===== src/rtl/control_inputs_conditioner.sv =====
// Conditions the board keys and slide switches for the audio system PIO inputs:
// 2-FF synchronisers, per-input debouncers, next/previous hold pulses,
// a toggled pause level and a prioritised pair of filter enables.
//
// state    | meaning
// ---------+---------------------------------------------
// IDLE     | no next/previous pulse in progress
// HOLD_ANT | previous-track pulse high, hold counter running
// HOLD_SIG | next-track pulse high, hold counter running
module control_inputs_conditioner #(
  parameter int DEBOUNCE_CYCLES = 1_000_000,
  parameter int HOLD_CYCLES     = 5_000_000,
  parameter int CNT_W           = 23
) (
  input  logic clk_clk,
  input  logic reset_reset_n,
  input  logic key_anterior_n,
  input  logic key_siguiente_n,
  input  logic key_pausa_n,
  input  logic sw_filt1,
  input  logic sw_filt2,
  input  logic pause_clr,
  output logic anterior_sw_export,
  output logic siguiente_sw_export,
  output logic pausa_sw_export,
  output logic filt1_sw_export,
  output logic filt2_sw_export
);

  // Bit order: 0 anterior, 1 siguiente, 2 pausa, 3 filt1, 4 filt2.
  // Keys idle high (released), switches idle low.
  localparam logic [4:0]       IDLE_LEVELS = 5'b00111;
  localparam logic [CNT_W-1:0] DB_LAST     = CNT_W'(DEBOUNCE_CYCLES - 1);
  localparam logic [CNT_W-1:0] HOLD_LAST   = CNT_W'(HOLD_CYCLES - 1);

  typedef enum logic [1:0] {IDLE, HOLD_ANT, HOLD_SIG} state_t;

  logic [4:0]       raw;
  logic [4:0]       sync1;
  logic [4:0]       sync2;
  logic [4:0]       db;
  logic [CNT_W-1:0] db_cnt [5];
  logic [2:0]       db_d;
  logic [2:0]       press;
  logic             ev_ant;
  logic             ev_sig;
  logic             ev_pau;
  state_t           state;
  logic [CNT_W-1:0] hold_cnt;

  assign raw    = {sw_filt2, sw_filt1, key_pausa_n, key_siguiente_n, key_anterior_n};
  assign press  = db_d & ~db[2:0];
  assign ev_ant = press[0];
  assign ev_sig = press[1];
  assign ev_pau = press[2];

  // Two-stage synchroniser for the asynchronous board inputs.
  always_ff @(posedge clk_clk or negedge reset_reset_n) begin
    if (!reset_reset_n) begin
      sync1 <= IDLE_LEVELS;
      sync2 <= IDLE_LEVELS;
    end else begin
      sync1 <= raw;
      sync2 <= sync1;
    end
  end

  // Debouncers: accept a new level once it has differed for DEBOUNCE_CYCLES samples.
  always_ff @(posedge clk_clk or negedge reset_reset_n) begin
    if (!reset_reset_n) begin
      db <= IDLE_LEVELS;
      for (int i = 0; i < 5; i++) db_cnt[i] <= '0;
    end else begin
      for (int i = 0; i < 5; i++) begin
        if (sync2[i] == db[i]) begin
          db_cnt[i] <= '0;
        end else if (db_cnt[i] == DB_LAST) begin
          db[i]     <= sync2[i];
          db_cnt[i] <= '0;
        end else begin
          db_cnt[i] <= db_cnt[i] + 1'b1;
        end
      end
    end
  end

  // Previous debounced key levels, used to find the 1->0 press edge.
  always_ff @(posedge clk_clk or negedge reset_reset_n) begin
    if (!reset_reset_n) db_d <= IDLE_LEVELS[2:0];
    else                db_d <= db[2:0];
  end

  // Next/previous pulse FSM; simultaneous presses on both keys are discarded.
  always_ff @(posedge clk_clk or negedge reset_reset_n) begin
    if (!reset_reset_n) begin
      state               <= IDLE;
      hold_cnt            <= '0;
      anterior_sw_export  <= 1'b0;
      siguiente_sw_export <= 1'b0;
    end else if (ev_ant && !ev_sig) begin
      state               <= HOLD_ANT;
      hold_cnt            <= '0;
      anterior_sw_export  <= 1'b1;
      siguiente_sw_export <= 1'b0;
    end else if (ev_sig && !ev_ant) begin
      state               <= HOLD_SIG;
      hold_cnt            <= '0;
      anterior_sw_export  <= 1'b0;
      siguiente_sw_export <= 1'b1;
    end else if (state != IDLE) begin
      if (hold_cnt == HOLD_LAST) begin
        state               <= IDLE;
        hold_cnt            <= '0;
        anterior_sw_export  <= 1'b0;
        siguiente_sw_export <= 1'b0;
      end else begin
        hold_cnt <= hold_cnt + 1'b1;
      end
    end
  end

  // Pause toggles on each press; a clear request overrides a coincident press.
  always_ff @(posedge clk_clk or negedge reset_reset_n) begin
    if (!reset_reset_n)  pausa_sw_export <= 1'b0;
    else if (pause_clr)  pausa_sw_export <= 1'b0;
    else if (ev_pau)     pausa_sw_export <= ~pausa_sw_export;
  end

  // Filter enables; filter 1 masks filter 2.
  always_ff @(posedge clk_clk or negedge reset_reset_n) begin
    if (!reset_reset_n) begin
      filt1_sw_export <= 1'b0;
      filt2_sw_export <= 1'b0;
    end else begin
      filt1_sw_export <= db[3];
      filt2_sw_export <= db[4] & ~db[3];
    end
  end

endmodule

===== config.mk =====
export PLATFORM = sky130hd
export DESIGN_NAME = control_inputs_conditioner
export DESIGN_NICKNAME = d
export VERILOG_FILES = /design/src/rtl/control_inputs_conditioner.sv
export SDC_FILE = /design/constraint.sdc
export NUM_CORES = 1
export LEC_CHECK = 0
export CAP_MARGIN = 10
export CORE_AREA = 2 2 128 130
export CTS_BUF_LIST = sky130_fd_sc_hd__clkbuf_4 sky130_fd_sc_hd__clkbuf_8
export DETAILED_ROUTE_END_ITERATION = 16
export DIE_AREA = 0 0 130 132
export GPL_TIMING_DRIVEN = 0
export PLACE_DENSITY = 0.74
export SYNTH_ARGS = -nofsm -noshare
export SYNTH_HDL_FRONTEND = slang
export SYNTH_SLANG_ARGS = --single-unit

===== constraint.sdc =====
create_clock -name clk_clk -period 5.8 [get_ports clk_clk]
set_input_delay 0.87 -clock clk_clk [delete_from_list [all_inputs] [get_ports clk_clk]]
set_output_delay 0.87 -clock clk_clk [all_outputs]
set_load 0.02 [all_outputs]

== Word level (Yosys, flattened, before mapping) ==
Index checks and enable logic that the tools add are counted.
Operators by class
  reduce and logical (&&, ||, !) cells: 14
  add/sub/neg operators: 6
  bitwise gates (word level): 10
  equal/unequal tests: 11
  multiplexer cells: 26
Operators by type and width (number)
  $mux W23: 14
  $add A23 B1 Y23 const B: 6
  $eq A23 B20 Y1 const B: 5
  $eq A23 B23 Y1 const B: 1
  $reduce_and A2 Y1: 6
  $mux W1: 8
  $mux W2: 4
  $not A1 Y1: 7
  $reduce_bool A3 Y1: 2
  $eq A1 B1 Y1: 5
  $reduce_bool A2 Y1: 2
  $and A3 B3 Y3: 1
  $not A3 Y3: 1
  $logic_and A1 B1 Y1: 2
  $logic_not A1 Y1: 2
  $and A1 B1 Y1: 1
Storage, ports and cells
  logic and storage cells: 87
  output and inout bits: 5
  flip-flop bits (word level): 163
  bits of input ports: 8

== Logic depth before layout (Yosys ltp) ==
  depth in word-level cells: 6
  depth in mapped cells: 9
  mapped depth without buffers: 7

== Worst setup path before layout ==
OpenSTA, ideal clock, no wires.
  path kind: register to register
  start: register hold_cnt[10]
  end: register hold_cnt[22]
  clock period less this slack: 2.133 ns
  library setup time: 0.121 ns
  buffers on the path: 1
  required time: 5.679 ns
  path slack: 3.667 ns
  stages on the path, launching flop included: 7
  data arrival time: 2.012 ns
  cells stage by stage: dfrtp_1 or4b_1 or4_4 o21a_1 buf_6 a21o_1 a22o_1
On the way
  longest elaborated chain between the ends: 5
  elaborated cells on any way between the ends: 6
  those cells by class: add/sub: 1; eq/ne: 1; mux: 4
RTL lines
  start, declared: RTL line 49  | logic [CNT_W-1:0] hold_cnt;
  start signal, assigned: RTL line 117  | hold_cnt <= hold_cnt + 1'b1;
  $add A23 B1 Y23 / $eq A23 B23 Y1 (equally long branches): RTL line 117, 111
  $mux W23 *: RTL line 111  | if (hold_cnt == HOLD_LAST) begin
  $mux W23 *: RTL line 110  | end else if (state != IDLE) begin
  $mux W23 *: RTL line 105  | end else if (ev_sig && !ev_ant) begin
  $mux W23 *: RTL line 100  | end else if (ev_ant && !ev_sig) begin
Every way passes the cells marked *; elsewhere a longest branch is shown, timed or not. The select of a mux whose other input is x is not followed.
A chain may end at the register's enable or synchronous reset.

== Final worst setup path ==
  start: register hold_cnt[0]
  end: register hold_cnt[22]
The elaborated chain is that of the path after synthesis.

==> out/metrics.cfg <==
[setup_path]
cp_data_required_time_ns=6.13
slowest_delay_ns=0.73
cpMaxStageDelayCell=nor4_1
worstPathCellList=ha_1 > nand4_1 > nor4_1 > nand4_1 > a21o_1 > a22o_1
cp_top_family=simple AND/OR/NAND/NOR gates
worstPathArrival_ns=2.78
path_buf_inv=0
critPathCaptureType=register
setup.worst_path.start_class=register
worstSetupPathType=reg2reg
crit_top_cell=nand4_1
crit_fanout=6

[global_route]
grt_pass1_vias=5324
grt_max_degree=127
antenna_found_initial=0
gr-total-overflow=0
track_usage_pct=17.4
grt_first_pass_wirelength_um=24600

[sta]
grt_setup_unrepaired=no
period_needed_ns=2.45
hold_violations=0
tightest_slew_ns=1.15
hold_slack_ns=0.272
slew_headroom_pct=22.4
fin_crit_sh_pct=42.2
setup_viol=0
layout_setup_ws_ns=3.35
slew_violations=0
finClkSkew_ns=0.0107
timing.fmax_mhz=408

[power_and_ir_drop]
switching_share_pct=21.3
p_sw_w=0.000435
power.total_w=0.00205
internal-power_w=0.00161
comb_power_share_pct=3.0
power_density_nw_per_um2=240
p_leak_nw=3.54
vdd_ir_drop_max_mv=0.171
p_clk_share_pct=41.0
power_frac_seq_pct=56.0

[hold_path]
hold_class=in2async

[synth]
ys_ff_latch=161
yosysTopAreaCellShare_pct=48.5
syn_nets=801
synth_top_area_cell=dfrtp_1
synthCells=785
yosysSeqAreaShare_pct=52.6
yosys.cell_count.top_type=dfrtp_1
synth.avg_cell_area_um2=9.80
ys_warn_count=0
synth_ff_type=dfrtp_1
synth.area.top_cells=dfrtp_1 48%, xor2_1 7.4%, nor2_1 6.7%
synthTopCellsByCount=149 x dfrtp_1, 138 x nor2_1, 65 x xor2_1, 54 x nand2_1, 54 x nand3_1
synth_edf_count=0
synthArstFlopShare_pct=100
syn_area_um2=7690
yosys.cell_types.count=43

[placement]
dp_slack_ns=3.44
hpwl_um=9240
port_buffers=12
postPlaceCellArea_um2=8120
routabilityCongestion=0.849

[run_status]
status=finished clean

[drt]
first_iter_violations=301
wl_um=13700
via_per_inst=5.27
wl_per_cell_um=13.1
drc_errors=0
firstDrtPassIters=5
ant_nets=0
via_count=5519

[clocking]
postCtsHoldBufs=0
root_buffer=clkbuf_8
path_clk_slew_ns=0.08
clockBufferDepth=2
cts_tree=yes
post_cts_resized=0
cts-buffers-inserted=17
clock-sinks=161
worstSkewPairLatency_ns=0.45
post-cts-setup-buffer-count=0
htreeDepth=4

[layout]
nets=834
diodes=0
final_area_um2=8530
drive_gt1_share_pct=8.06
area_growth_syn_to_layout_pct=10.9
final_core_util_pct=54.3

[floorplan]
dieArea_um2=17200
fp.dieW_um=130
coreArea_um2=15700
pin_count=13
rows=46
start_util_pct=49.0
die_y_um=132

[run]
cap_viol_max_count=0

[state kept, by name (all words and copies together) (netlist names), 3 cells and up]
name,count
db,5
sync2,5
db_d,3
hold_cnt,23
db_cnt,115
sync1,5
[logic make-up (layout without fill, tap and decap cells)]
| logic type | after synthesis | after routing | share of synthesized area, % |
|---|---|---|---|
| AO/OA/AOI/OAI | 52 | 52 | 4.37 |
| buffers and inverters | 52 | 98 | 2.78 |
| XOR/XNOR | 110 | 110 | 12.5 |
| AND/OR/NAND/NOR | 397 | 397 | 25.7 |
| flip-flops | 161 | 161 | 52.6 |
| adder cells (fa/ha/maj) | 8 | 8 | 1.30 |
| multiplexers | 5 | 5 | 0.732 |
[layer usage]
layer	global-route usage, %	up-vias	share of wire [%]
met1	25.0	2653	49
met3	4.38	15	3.4
li1	-	2766	-
met2	26.1	85	47
met4	5.14	0	1.2
met5	0	-	0
[power groups by stage]
stage,Clock (W),Sequential [W],Combinational (W)
after floorplan,0,0.00117,0.0000274
after global placement,0,0.00117,0.0000607
after detailed placement,0,0.00117,0.0000638
after CTS,0.000868,0.00115,0.0000644
after global routing,0.000913,0.00115,0.0000731
final,0.000839,0.00115,0.0000614
[area by class of cell]
cell class / count / area [µm²]
Sequential cell: 161 / 4040
Multi-Input combinational cell: 572 / 3440
Clock buffer: 27 / 334
Inverter: 22 / 82.6
Buffer: 30 / 131
Clock inverter: 5 / 77.6
Timing Repair Buffer: 14 / 158
Fill cell: 1407 / 7180
Tap cell: 216 / 270
[layout by cell type, fill, tap and decap left out, types with 6 or more instances in the layout]
cell               n
a22o_1             8
clkbuf_1          26
or2_2              7
inv_1             22
dfstp_2           12
and4_1            14
nand2_1           54
nor3_1            29
nand3_1           54
xnor2_1           45
and3_1            21
nor4_1            14
xor2_1            65
a21oi_1            9
clkbuf_8          21
ha_1               8
nor4b_1           10
o21ai_0           15
clkbuf_4           6
clkdlybuf4s50_1   11
dfrtp_1          149
nand4_1           31
nor2_1           138
[worst reg2reg max path, stage by stage (launching register included)]
cell,delay (ns)
dfrtp_1,0.38
ha_1,0.26
nand4_1,0.26
nor4_1,0.73
nand4_1,0.27
a21o_1,0.23
a22o_1,0.22
[path summary, 6_finish.rpt]
path,start,endpoint,slack [ns],cells after the start
min,reset_reset_n,db_cnt[30],0.27,1
max reg2reg,hold_cnt[0],hold_cnt[22],3.35,6
max,hold_cnt[0],hold_cnt[22],3.35,6
max in group asynchronous,reset_reset_n,db_cnt[78],4.65,2
min in group clk_clk,sync1[3],sync2[3],0.36,0
min reg2reg,sync1[3],sync2[3],0.36,0
[stage by stage]
stage	std cells	TNS, ns
final	1047	0
after CTS	1046	0
after global placement	1013	-400.41
after detailed placement	1014	0
after global routing	1047	0
after floorplan	785	0
Note: power is estimated with default switching activity, not from simulation.
